==> config.mk <==
export PLATFORM = sky130hd
export DESIGN_NAME = draw_port_arbiter
export DESIGN_NICKNAME = d
export VERILOG_FILES = /design/src/rtl/draw_arb_pkg.sv /design/src/rtl/arb_pick.sv /design/src/rtl/draw_port_arbiter.sv
export SDC_FILE = /design/constraint.sdc
export NUM_CORES = 1
export LEC_CHECK = 0
export ABC_AREA = 0
export BUFFER_PORTS_ARGS = -buffer_cell sky130_fd_sc_hd__buf_2
export CORE_AREA = 2 2 102 104
export DETAILED_ROUTE_END_ITERATION = 8
export DIE_AREA = 0 0 104 106
export MAX_ROUTING_LAYER = met4
export PLACE_DENSITY = 0.77
export SLEW_MARGIN = 5
export SYNTH_ARGS = -nofsm -noshare
export SYNTH_HDL_FRONTEND = slang
export SYNTH_SLANG_ARGS = --single-unit
==> constraint.sdc <==
create_clock -name clock -period 2.75 [get_ports clock]
set_input_delay 0.1375 -clock clock [delete_from_list [all_inputs] [get_ports clock]]
set_output_delay 0.1375 -clock clock [all_outputs]
set_load 0.05 [all_outputs]
==> src/rtl/draw_arb_pkg.sv <==
// ============================================================================
// draw_arb_pkg : shared requester indices, field widths and FSM encoding
// Rev 1.0
// ============================================================================
`default_nettype none

package draw_arb_pkg;

    localparam int REQ_SCREEN     = 0;
    localparam int REQ_COIN_DRAW  = 1;
    localparam int REQ_CAR_DRAW   = 2;
    localparam int REQ_CAR_ERASE  = 3;
    localparam int REQ_COIN_ERASE = 4;

    localparam int X_W      = 8;
    localparam int Y_W      = 7;
    localparam int COLOUR_W = 9;
    localparam int ADDR_W   = 15;

    typedef enum logic [1:0] {
        ST_IDLE    = 2'd0,
        ST_GRANT   = 2'd1,
        ST_RELEASE = 2'd2
    } arb_state_t;

endpackage

`default_nettype wire

==> src/rtl/arb_pick.sv <==
// ============================================================================
// arb_pick : one-hot winner selector, first asserted request from start index
// Rev 1.0
// ============================================================================
`default_nettype none

module arb_pick #(
    parameter int N_REQ = 5,
    parameter int IDX_W = 3
) (
    input  logic [N_REQ-1:0] req,
    input  logic [IDX_W-1:0] start,
    output logic [N_REQ-1:0] onehot,
    output logic [IDX_W-1:0] idx,
    output logic             valid
);

    logic [IDX_W:0] cand;

    always_comb begin
        onehot = '0;
        idx    = '0;
        valid  = 1'b0;
        cand   = '0;
        for (int k = 0; k < N_REQ; k++) begin
            // start + k never exceeds 2*N_REQ-2, so one subtraction wraps it
            cand = {1'b0, start} + (IDX_W+1)'(k);
            if (cand >= (IDX_W+1)'(N_REQ)) begin
                cand = cand - (IDX_W+1)'(N_REQ);
            end
            if (!valid && req[cand[IDX_W-1:0]]) begin
                valid                    = 1'b1;
                idx                      = cand[IDX_W-1:0];
                onehot[cand[IDX_W-1:0]]  = 1'b1;
            end
        end
    end

endmodule

`default_nettype wire

==> src/rtl/draw_port_arbiter.sv <==
// ============================================================================
// draw_port_arbiter : request/grant sharing of the VGA pixel port and map ROM
// Optional macro DRAW_ARB_RR_EN selects round-robin instead of fixed priority.
// Rev 1.0
// ============================================================================
`default_nettype none

module draw_port_arbiter
    import draw_arb_pkg::*;
#(
    parameter int N_REQ          = 5,
    parameter int TIMEOUT_CYCLES = 20000
) (
    input  logic                    clock,
    input  logic                    resetn,
    input  logic [N_REQ-1:0]        req,
    input  logic [N_REQ-1:0]        done,
    input  logic [X_W*N_REQ-1:0]    x_in,
    input  logic [Y_W*N_REQ-1:0]    y_in,
    input  logic [COLOUR_W*N_REQ-1:0] colour_in,
    input  logic [N_REQ-1:0]        plot_in,
    input  logic [ADDR_W*N_REQ-1:0] addr_in,
    output logic [N_REQ-1:0]        gnt,
    output logic [X_W-1:0]          oX,
    output logic [Y_W-1:0]          oY,
    output logic [COLOUR_W-1:0]     oColour,
    output logic                    oPlot,
    output logic [ADDR_W-1:0]       oAddress,
    output logic                    busy,
    output logic                    timeout
);

    localparam int IDX_W = (N_REQ > 1) ? $clog2(N_REQ) : 1;
    localparam int WD_W  = $clog2(TIMEOUT_CYCLES);
    localparam logic [WD_W-1:0] WD_LAST = WD_W'(TIMEOUT_CYCLES - 1);

    arb_state_t       state;
    logic [IDX_W-1:0] gidx;
    logic [WD_W-1:0]  wd_cnt;
    logic [IDX_W-1:0] start_idx;
    logic [N_REQ-1:0] pick_onehot;
    logic [IDX_W-1:0] pick_idx;
    logic             pick_valid;
    logic             wd_expired;
    logic             release_now;

    arb_pick #(
        .N_REQ (N_REQ),
        .IDX_W (IDX_W)
    ) u_pick (
        .req    (req),
        .start  (start_idx),
        .onehot (pick_onehot),
        .idx    (pick_idx),
        .valid  (pick_valid)
    );

`ifdef DRAW_ARB_RR_EN
    logic [IDX_W-1:0] rr_ptr;

    assign start_idx = (rr_ptr == IDX_W'(N_REQ - 1)) ? '0 : rr_ptr + 1'b1;

    always_ff @(posedge clock or negedge resetn) begin
        if (!resetn) begin
            rr_ptr <= IDX_W'(N_REQ - 1);
        end else if (state == ST_IDLE && pick_valid) begin
            rr_ptr <= pick_idx;
        end
    end
`else
    assign start_idx = '0;
`endif

    assign wd_expired  = (wd_cnt == WD_LAST);
    assign release_now = done[gidx] || !req[gidx] || wd_expired;
    assign busy        = (state != ST_IDLE);

    // ROM address bypasses the register stage; the ROM supplies the latency
    always_comb begin
        oAddress = '0;
        for (int i = 0; i < N_REQ; i++) begin
            if (gnt[i]) begin
                oAddress = oAddress | addr_in[i*ADDR_W +: ADDR_W];
            end
        end
    end

    always_ff @(posedge clock or negedge resetn) begin
        if (!resetn) begin
            state   <= ST_IDLE;
            gnt     <= '0;
            gidx    <= '0;
            wd_cnt  <= '0;
            oX      <= '0;
            oY      <= '0;
            oColour <= '0;
            oPlot   <= 1'b0;
            timeout <= 1'b0;
        end else begin
            timeout <= 1'b0;
            oPlot   <= 1'b0;
            case (state)
                ST_IDLE: begin
                    if (pick_valid) begin
                        state  <= ST_GRANT;
                        gnt    <= pick_onehot;
                        gidx   <= pick_idx;
                        wd_cnt <= '0;
                    end
                end
                ST_GRANT: begin
                    oX      <= x_in[gidx*X_W +: X_W];
                    oY      <= y_in[gidx*Y_W +: Y_W];
                    oColour <= colour_in[gidx*COLOUR_W +: COLOUR_W];
                    if (release_now) begin
                        state   <= ST_RELEASE;
                        gnt     <= '0;
                        timeout <= wd_expired && !done[gidx];
                    end else begin
                        oPlot <= plot_in[gidx];
                        if (wd_cnt != '1) begin
                            wd_cnt <= wd_cnt + 1'b1;
                        end
                    end
                end
                ST_RELEASE: begin
                    state <= ST_IDLE;
                end
                default: begin
                    state <= ST_IDLE;
                    gnt   <= '0;
                end
            endcase
        end
    end

endmodule

`default_nettype wire

# After elaboration in Yosys (flattened, before gate mapping)
# Index checks and enable logic that the tools add are counted.
# word_totals
register_bits	51
out_inout_bits	47
# classes
bitwise	5
n_mux	39
shifts	3
magnitude_cmp	1
n_mul	2
eq_ne	8
reduce_logical	20
add_sub_neg	1
# ops
cell	n
2-to-1 mux 15 bit	8
OR 15 bit	4
variable part select 45 x 8 -> 9 bit	1
variable part select 40 x 7 -> 8 bit	1
variable part select 35 x 7 -> 7 bit	1
case mux 15 bit (2 select lines)	1
adder 15 x 1 -> 15 bit (second input constant)	1
equality test 15 bit (second input constant)	1
2-to-1 mux 5 bit	3
!= test 15 bit (second input constant)	1
case mux 5 bit (3 select lines)	1
2-to-1 mux 1 bit	14
2-to-1 mux 2 bit	5
binary-select mux 1 bit (select 3 bit)	3
!= test 2 bit (second input constant)	4
multiplier 3 x 4 -> 7 bit (second input constant)	1
zero test 1 bit	6
multiplier 3 x 3 -> 6 bit (second input constant)	1
2-to-1 mux 3 bit	2
logical AND 1 bit	5
< comparator 3 x 4 -> 1 bit (second input constant)	1
2-to-1 mux 4 bit	1
case mux 2 bit (2 select lines)	1
AND reduction 2 bit	2
8 further kinds	10

# Logic depth before layout (Yosys ltp)
# Gate-level depths: netlist of the first run.
# logic_depth
depth_word	15
mapped_depth	8

# Cells and area by module
# From an unflattened synthesis of the first run, not the netlist that was laid out.
# hier_totals
hier_cells	539
hier_area_um2	4867.2
# by_module_without_submodules
mod	seq_area_each_um2	n_inst	area_each_um2	cells_per_inst
draw_port_arbiter	1276.2	1	3483.3	347
arb_pick	0.0	1	1383.8	192

# Worst setup path before layout of the first run
# No wires, ideal clock.
# synth_timing
path_kind	register to register
startpoint	register gidx[1]
endpoint	register wd_cnt[4]
setup_ns	0.126
n_path_buf	2
required_ns	2.624
t_arrival_ns	1.851
slack_ns	0.773
period_less_slack_ns	1.977
path_stages_with_launch	8
path_cell_list	dfrtp_1 > buf_6 > or3b_1 > a211oi_2 > o21a_2 > a31oi_2 > buf_6 > a221o_1
# synth_between
elab_chain_len	7
# synth_rtl
element	line	text
from (decl)	draw_port_arbiter.sv:38	logic [IDX_W-1:0] gidx;
from (signal assigned)	draw_port_arbiter.sv:107	gidx <= pick_idx;
binary-select mux 1 bit (select 3 bit)	draw_port_arbiter.sv:75	assign release_now = done[gidx] || !req[gidx] || wd_expired;
2-to-1 mux 1 bit (not written as such)	draw_port_arbiter.sv:75	
zero test 1 bit	draw_port_arbiter.sv:75	
logical OR 1 bit * (2 in series)	draw_port_arbiter.sv:75	
!= test 2 bit (no line) *	--	
AND reduction 4 bit (no line) *	--	
to (signal assigned)	draw_port_arbiter.sv:122	wd_cnt <= wd_cnt + 1'b1;
to (decl)	draw_port_arbiter.sv:39	logic [WD_W-1:0] wd_cnt;
# Every way passes the cells marked *; elsewhere a longest branch is shown, timed or not. The select of a mux whose other input is x is not followed.
# A chain may end at the register's enable or synchronous reset.

# Worst setup path after layout of the first run
# layout_timing
startpoint	register wd_cnt[0]
endpoint	register wd_cnt[0]
# layout_between
elab_chain_len	4
# layout_rtl
element	line
adder 15 x 1 -> 15 bit or equality test 15 bit (tied branches)	draw_port_arbiter.sv:122, draw_port_arbiter.sv:74
2-to-1 mux 15 bit or logical OR 1 bit (tied branches)	draw_port_arbiter.sv:121, draw_port_arbiter.sv:75
2-to-1 mux 15 bit or != test 2 bit (tied branches)	--
case mux 15 bit (2 select lines) or AND reduction 4 bit (tied branches)	--
# Several ways; a longest one is shown, not always the timed one. The select of a mux whose other input is x is not followed.

==> metrics.yaml, run 1 <==
tightestPinTransition_ns: 0.9606
yosysWarnings: 0
final_common_cell: "buf_2"
start_util_pct: 35.87
postCtsResizedCells: 0
cp_top_family: "simple AND/OR/NAND/NOR gates"
grt_first_pass_wirelength_um: 20120
drv_slew: 0
ys_seq_elements: 51
clockPowerShare_pct: 8.4
antenna_found_initial: 1
place_congestion: 0.8961
vias: 4109
power_switching_share_pct: 55.98
clockBufferDepth: 2
clock_latency_ns: 0.31
cts_tree: "built"
max_slew_margin_pct: 35.96
timing.reg2reg.setup_slack_ns: 0.33
fin_ws_ns: 0.3316
layout-drive-gt1-share_pct: 53.43
vdd_ir_drop_max_mv: 0.4778
drtPass1Iterations: 6
cts.sinks: 51
cp-start-kind: "flop"
postSynthCellCount: 356
nets: 809
crit_path_end_kind: "flop"
finalHoldViolCount: 39
status: "complete, but fails checks"
grt-ovfl-total: 0
grt_max_degree: 51
synth_edf_count: 0
setup_violations: 0
grt_util_all_layers_pct: 23.37
cp_slowest_cell: "a31oi_2"
tns_ns: 0
async_flop_share_pct: 100.0
powerDensity_nw_per_um2: 1038
postLayoutCellArea_um2: 5029
coreArea_um2: 10000
drc: 0
reg2regPathDepth: 6
clk_pin_slew_worst_paths_ns: 0.09
internal-power_uw: 2297
seq_power_share_pct: 24.4
root_buffer: "clkbuf_8"
dp_hpwl_um: 10190
worstReg2RegStart: "wd_cnt[0]"
post_drt_wl_per_cell_um: 17.63
avgViaCountPerCell: 5.598
nFillCells: 951
cts_setup_buffers: 0
critical_path.max_stage_delay_ns: 0.53
timing.rr.end: "wd_cnt[0]"
detail-route-antenna-nets: 0
whs_ns: -0.01801
fin_crit_sh_pct: 87.94
die_x_um: 104
first_iter_violations: 446
seq_area_frac_synth_pct: 35.58
rows: 37
mostFrequentLayoutCells: "buf_2 (258), dfrtp_1 (50), a22oi_1 (40)"
synth_top_flop_cell: "dfrtp_1"
grt_pass1_vias: 4157
power_uw: 5217
netSwitchingPower_uw: 2921
dieArea_um2: 11020
cts_buffers: 5
ctsHtreeMaxLevel: 2
drt_wl_total_um: 12940
place_area_um2: 4938
cp_max_fo: 11
violations: "negative hold slack"
synthDistinctLibCells: 60
die_y_um: 106
required_ns: 2.99
hold_class: "in -> async"
pwr-share-comb_pct: 67.2
crit_chain: "ha_1, and4_1, nand2_1, or3_1, a31oi_2, mux2_2"
fin_skew_ns: 0.01094
max_freq_mhz: 413.5
crit_buf_inv: 0
area_delta_synth_final_pct: 40.18
cap_violations: 0
portBuffers: 258
cts_hold_buf: 0
crit_arrival_ns: 2.66
synth.avg_cell_area_um2: 10.08
p_leak_uw: 0.002477
netlist_area_um2: 3587
crit_type: "reg -> reg"
post-place-ws_ns: 0.3779
fin_crit_ns: 2.418
rsz0062_at_grt: "no"
synthesis.nets: 569
io_pins: 259
-- power groups by stage --
stage	sequential [uW]	combinational, uW	clock [uW]
3_5_place_dp	1280	3530	0
4_1_cts	1270	3530	456
5_1_grt	1320	3730	495
3_3_place_gp	1260	3440	0
6_report	1280	3500	438
2_1_floorplan	1850	2090	0
-- per-layer routing --
metal | GRT usage, % | part of all wire (%)
met1 | 25.78 | 38
met2 | 42.20 | 51
met3 | 3.985 | 7.6
met4 | 9.266 | 3.4
met5 | - | 0
-- worst max path at each step --
stage | start | endpoint | slack (ns) | cells after the start
3_3_place_gp | wd_cnt[0] | wd_cnt[0] | 0.44 | 6
2_1_floorplan | gidx[1] | wd_cnt[4] | 0.77 | 7
3_5_place_dp | wd_cnt[0] | wd_cnt[0] | 0.38 | 6
6_report | wd_cnt[0] | wd_cnt[0] | 0.33 | 6
4_1_cts | wd_cnt[0] | wd_cnt[0] | 0.36 | 6
5_1_grt | wd_cnt[0] | wd_cnt[0] | 0.20 | 6
-- sequential cells by signal, summed over array words and instances (netlist names) --
signal   flops
gidx         3
gnt          5
oColour      9
oPlot        1
oX           8
oY           7
state        2
timeout      1
wd_cnt      15
-- cells in the mapped netlist, types with 2 or more instances --
master    count  area share (%)
dfrtp_1      51              36
a22oi_1      40             8.4
nor2_1       37             3.9
nand2_1      32             3.3
a21oi_1      27             3.8
mux4_2       25              16
clkbuf_1     21             2.2
a222oi_1     15             4.2
a22o_2        7             2.0
nor3_1        7            0.98
inv_1         6            0.63
nand3_1       6            0.84
buf_6         5             1.6
nor4_1        5            0.87
o21ai_0       5            0.70
a32o_1        4             1.1
and2_1        4            0.70
nand4_1       4            0.70
and3_1        3            0.52
and4_1        3            0.73
mux2i_1       3            0.84
xor2_1        3            0.73
a211o_1       2            0.49
buf_2         2            0.28
nor2b_1       2            0.35
or2_2         2            0.35
xnor2_1       2            0.49
-- cell families after synthesis --
family | synth area share (%)
buffers and inverters | 5.371
multiplexers | 16.85
XOR/XNOR | 1.221
AO/OA/AOI/OAI | 25.22
flip-flops | 35.58
AND/OR/NAND/NOR | 15.42
adder cells (fa/ha/maj) | 0.3487
-- through the flow --
stage	cells	util, %	hold slack, ns
finish	734	50.29	-0.01801
global route	734	50.29	0.04772
CTS	733	50.26	0.001645
detailed placement	725	49.39	0.3366
global placement	725	49.39	0.3292
floorplan	356	-	-0.1581
-- cell type report --
| type | count | area (um2) | area share (%) |
|---|---|---|---|
| multi-input combinational | 268 | 2132 | 42.40 |
| timing repair buffer | 264 | 1336 | 26.57 |
| sequential | 51 | 1277 | 25.40 |
| tap | 136 | 170.2 | 3.384 |
| clock buffer | 5 | 68.82 | 1.369 |
| inverter | 6 | 22.52 | 0.4479 |
| clock inverter | 3 | 18.77 | 0.3732 |
| antenna | 1 | 2.502 | 0.04976 |
No activity file was read; power rests on OpenSTA's default activity.
==> inputs of run 2 (changes only) <==
ABC_AREA = 1   (was 0)
PLACE_DENSITY = 0.8   (was 0.77)
==> metrics.yaml, run 2 <==
drtPass1Iterations: 5
post-place-ws_ns: 0.8543
hp-start: "x_in[34]"
tns_ns: 0
worstHoldPathCells: 3
first_iter_violations: 287
rows: 37
critical_path.max_stage_delay_ns: 0.45
finalHoldViolCount: 0
avgViaCountPerCell: 5.000
cp-start-kind: "flop"
p_leak_uw: 0.002896
dieArea_um2: 11020
regArea_um2: 1277
timing.reg2reg.setup_slack_ns: 0.83
crit_path_end_kind: "flop"
cts_setup_buffers: 0
drv_slew: 0
multi_input_comb_area_um2: 2307
synth.most_common_cell: "nand2_1"
synth_commonest_cells: "nand2_1 (152), nor2_1 (91), o21ai_0 (57)"
die_y_um: 106
crit_chain: "inv_1, nor3_4, nand2_1, nand2_2, nand3_4, nand2_4, nand3_4, nand2_1, nand2_1"
max_freq_mhz: 520.4
whs_endpoint: "oX[2]"
mostFrequentLayoutCells: "buf_2 (258), nand2_1 (152), nor2_1 (91)"
clk_pin_slew_worst_paths_ns: 0.10
pwr-share-comb_pct: 67.2
tightestPinTransition_ns: 0.9659
grt-ovfl-total: 0
drt_wl_total_um: 13240
synth_top_area_share_pct: 32.64
seq_area_frac_synth_pct: 32.64
synthesis.nets: 809
reg_top3: "wd_cnt: 15 flops, oColour: 9 flops, oX: 8 flops"
nets: 1042
root_buffer: "clkbuf_8"
fin_crit_ns: 1.921
grt_util_all_layers_pct: 24.12
crit_arrival_ns: 2.11
fin_ws_ns: 0.8285
fin_crit_sh_pct: 69.87
path_common_cell: "nand2_1"
netSwitchingPower_uw: 3121
portBuffers: 258
cts_tree: "built"
cp_top_family: "simple AND/OR/NAND/NOR gates"
worstReg2RegStart: "gidx[2]"
required_ns: 2.94
reg2regPathDepth: 9
synth_edf_count: 0
power_switching_share_pct: 57.50
largest_register_ffs: 15
dp_hpwl_um: 10350
seq_power_share_pct: 22.7
postSynthCellCount: 596
powerDensity_nw_per_um2: 1009
yosysWarnings: 0
internal-power_uw: 2307
largest-register: "wd_cnt"
grt_pass1_vias: 4483
cts.sinks: 51
vias: 4835
rsz0062_at_grt: "no"
detail-route-antenna-nets: 0
vdd_ir_drop_max_mv: 0.6084
ys_top_cells_by_area: "dfrtp_1 (33%), nand2_1 (15%), nor2_1 (8.7%)"
crit_buf_inv: 1
clockBufferDepth: 2
timing.rr.end: "wd_cnt[10]"
place_congestion: 0.8961
start_util_pct: 39.10
cp_slowest_cell: "nor3_4"
max_slew_margin_pct: 35.60
clockPowerShare_pct: 10.1
grt_max_degree: 56
layout-drive-gt1-share_pct: 36.27
post_drt_wl_per_cell_um: 13.69
synthDistinctLibCells: 34
io_pins: 259
synth_area_leader_cell: "dfrtp_1"
synth_top_flop_cell: "dfrtp_1"
die_x_um: 104
async_flop_share_pct: 100.0
final_common_cell: "buf_2"
setup_violations: 0
ctsHtreeMaxLevel: 2
antenna_found_initial: 1
clock_latency_ns: 0.31
cap_violations: 0
nFillCells: 1022
coreArea_um2: 10000
ys_seq_elements: 51
fin_skew_ns: 0.01690
synth.avg_cell_area_um2: 6.560
cts_buffers: 5
drc: 0
crit_type: "reg -> reg"
grt_first_pass_wirelength_um: 21300
status: "complete, no violations"
hold_class: "in -> reg"
cp_max_fo: 15
netlist_area_um2: 3910
area_delta_synth_final_pct: 37.54
## run 2: layout make-up
class,count,share of cell area [%]
antenna,1,0.04653
clock buffer,6,1.536
clock inverter,2,0.6515
inverter,39,2.769
multi-input combinational,466,42.90
sequential,51,23.76
tap,136,3.164
timing repair buffer,266,25.17
## run 2: power groups by stage
| stage | clock network [uW] | logic [uW] | registers (uW) |
|---|---|---|---|
| 6_report | 548 | 3650 | 1230 |
| 5_1_grt | 593 | 3980 | 1270 |
| 4_1_cts | 566 | 3650 | 1230 |
| 3_5_place_dp | 0 | 3650 | 1240 |
| 3_3_place_gp | 0 | 3630 | 1240 |
| 2_1_floorplan | 0 | 2240 | 1820 |
## run 2: what timing repair did
action | 4_1_cts | 5_1_grt
hold buffers | 1 | 0
hold endpoints to repair | 28 | 0
gates resized for setup | 0 | 0
## run 2: layer usage
metal / up-vias / share of wire [%] / track usage [%] / routed length, um
li1: 2483 / - / - / -
met1: 2143 / 43 / 30.15 / 5668
met2: 181 / 49 / 39.80 / 6493
met3: 28 / 5.7 / 4.231 / 761
met4: 0 / 2.4 / 8.108 / 312
met5: - / 0 / - / 0
## run 2: through the flow
stage	util, %	hold WS (ns)	instance area [um2]	instances	power (uW)
detailed placement	52.48	0.3421	5248	957	4897
global route	53.78	0.07230	5378	967	5837
CTS	53.75	0.05600	5375	966	5453
finish	53.78	0.07069	5378	967	5429
global placement	52.48	0.3433	5248	957	4866
floorplan	-	-0.1581	3910	596	4061
## run 2: kinds of logic (layout without fill, tap and decap cells)
logic type	Yosys count	count (layout)	share of synthesized area [%]
and+or+nand+nor	319	319	36.13
DFF	51	51	32.64
other	0	1	0
xor gates and xnor gates	5	5	1.120
adders and majority gates	1	1	0.3199
buffers and inverters	79	313	8.480
AOI/OAI and AO/OA	141	141	21.31
## run 2: worst max-delay path by stage
stage	cells after the start	slack, ns	to	from
6_report	9	0.83	wd_cnt[10]	gidx[2]
3_3_place_gp	9	0.89	wd_cnt[1]	gidx[2]
3_5_place_dp	9	0.85	wd_cnt[0]	gidx[2]
2_1_floorplan	5	0.87	oAddress[10]	gnt[0]
4_1_cts	9	0.82	wd_cnt[1]	gidx[2]
5_1_grt	9	0.61	wd_cnt[10]	gidx[2]
## run 2: worst register-to-register path: cells and delay by family, from the launching register on
family                 cells  cell delay [ns]
DFF                        1             0.33
buffers and inverters      1             0.19
and+or+nand+nor            8             1.27
==> inputs of run 3 (changes only) <==
ABC_AREA = 0   (was 1)
PLACE_DENSITY = 0.77   (was 0.8)
clock period = 1.83 ns   (was 2.75 ns; I/O delays follow)
==> metrics.yaml, run 3 (same netlist as run 1, synthesis figures left out) <==
status: "complete, but fails checks"
violations: "negative setup slack"
clock_latency_ns: 0.31
largest-register: "wd_cnt"
portBuffers: 258
nets: 861
netSwitchingPower_uw: 4593
dp.cells: 774
layout-drive-gt1-share_pct: 58.40
fin_ws_ns: -0.1232
crit_type: "reg -> reg"
fin_skew_ns: 0.009878
setup_violations: 12
regArea_um2: 1277
area_delta_synth_final_pct: 55.63
clockBufferDepth: 2
cp-start-kind: "flop"
antenna_found_initial: 3
max_freq_mhz: 512.0
powerDensity_nw_per_um2: 1556
cp_top_family: "compound AO/OA/AOI/OAI gates"
crit_arrival_ns: 2.16
dieArea_um2: 11020
place_congestion: 0.8628
cts_buffers: 5
largest_register_ffs: 15
cts.sinks: 51
clk_pin_slew_worst_paths_ns: 0.10
grt_first_pass_wirelength_um: 21360
grt_util_all_layers_pct: 24.53
fin_crit_sh_pct: 106.7
die_x_um: 104
fin_cells: 788
place_area_um2: 5348
detail-route-antenna-nets: 0
p_leak_uw: 0.002785
drtPass1Iterations: 6
multi_input_comb_area_um2: 2197
crit_chain: "or3b_1, a211oi_2, o21a_2, a31oi_4, buf_12, a22o_2"
hold_class: "in -> reg"
post_drt_wl_per_cell_um: 17.54
finalHoldViolCount: 0
reg_top3: "wd_cnt: 15 flops, oColour: 9 flops, oX: 8 flops"
cp_slowest_cell: "dfrtp_1"
coreArea_um2: 10000
drc: 0
post-place-ws_ns: -0.1027
drt_wl_total_um: 13820
avgViaCountPerCell: 5.442
nFillCells: 897
postLayoutCellArea_um2: 5583
crit_buf_inv: 1
drt-met1-wl_um: 5282
tightestPinTransition_ns: 0.6931
max_slew_margin_pct: 53.44
highest_layer: "met4"
clockPowerShare_pct: 9.8
rsz0062_at_grt: "yes"
crit_start: "gidx[1]"
drv_slew: 0
mostFrequentLayoutCells: "buf_2 (258), buf_4 (52), dfrtp_1 (50)"
vdd_ir_drop_max_mv: 0.9324
pwr-share-comb_pct: 68.7
grt-ovfl-total: 0
crit_path_end_kind: "flop"
internal-power_uw: 4097
required_ns: 2.04
grt_pass1_vias: 4412
root_buffer: "clkbuf_8"
cts_tree: "built"
wl_met2_um: 7114
cap_violations: 0
seq_power_share_pct: 21.5
dp_hpwl_um: 11050
critical_path.max_stage_delay_ns: 0.43
worstReg2RegStart: "gidx[1]"
io_pins: 259
cp_max_fo: 7
first_iter_violations: 401
wl_met3_um: 1131
ctsHtreeMaxLevel: 2
vias: 4288
die_y_um: 106
final_common_cell: "buf_2"
grt_max_degree: 37
fin_crit_ns: 1.953
start_util_pct: 35.87
hp-start: "plot_in[4]"
power_switching_share_pct: 52.85
utilization_pct: 55.83
rows: 37
==> run 3: worst paths after layout <==
kind	slack (ns)	cells past startpoint	end
max in group asynchronous	0.86	3	oColour[8]
hold / removal	0.03	3	oPlot
hold reg to reg	0.54	2	oX[7]
setup reg to reg	-0.12	6	wd_cnt[12]
min in group asynchronous	0.33	2	timeout
setup / recovery	-0.12	6	wd_cnt[12]
==> run 3: per-stage QoR <==
step                hold slack [ns]  power [uW]  setup TNS (ns)
floorplan                   -0.2041        5949        -0.07260
finish                      0.03379        8690          -1.066
global route                0.05083        9205          -1.807
CTS                         0.03668        8658          -1.105
detailed placement           0.1576        7700          -1.168
global placement             0.1467        7552         -0.5114
==> run 3: routing by layer <==
| layer | global-route usage, % | up-vias |
|---|---|---|
| li1 | - | 2000 |
| met5 | - | - |
| met1 | 28.14 | 2038 |
| met4 | 6.371 | 0 |
| met3 | 5.702 | 27 |
| met2 | 43.47 | 223 |
==> run 3: final cells by class <==
type	count	area share, %
Antenna cell	3	0.1345
Clock buffer	6	1.479
Clock inverter	2	0.6948
Inverter	6	0.4034
Multi-Input combinational cell	268	39.35
Sequential cell	51	22.88
Tap cell	136	3.048
Timing Repair Buffer	316	32.00
==> run 3: tightest hold or removal path, cell delays in order <==
cell	delay [ns]
buf_2	0.07
a22oi_1	0.07
nor2_1	0.08
==> run 3: power by group through the flow <==
stage / registers (uW) / logic [uW] / clock network, uW
2_1_floorplan: 2790 / 3160 / 0
3_3_place_gp: 1850 / 5700 / 0
3_5_place_dp: 1880 / 5820 / 0
4_1_cts: 1860 / 5910 / 882
5_1_grt: 1930 / 6360 / 921
6_report: 1870 / 5970 / 855
==> run 3: what timing repair did <==
action                                  4_1_cts  5_1_grt
hold endpoints to repair                     26        0
pin swaps                                     4        5
cloned                                        0        1
buffers inserted                              0        1
hold buffers                                  1        0
endpoints found under the setup margin       19       36
gates resized for setup                       8        6
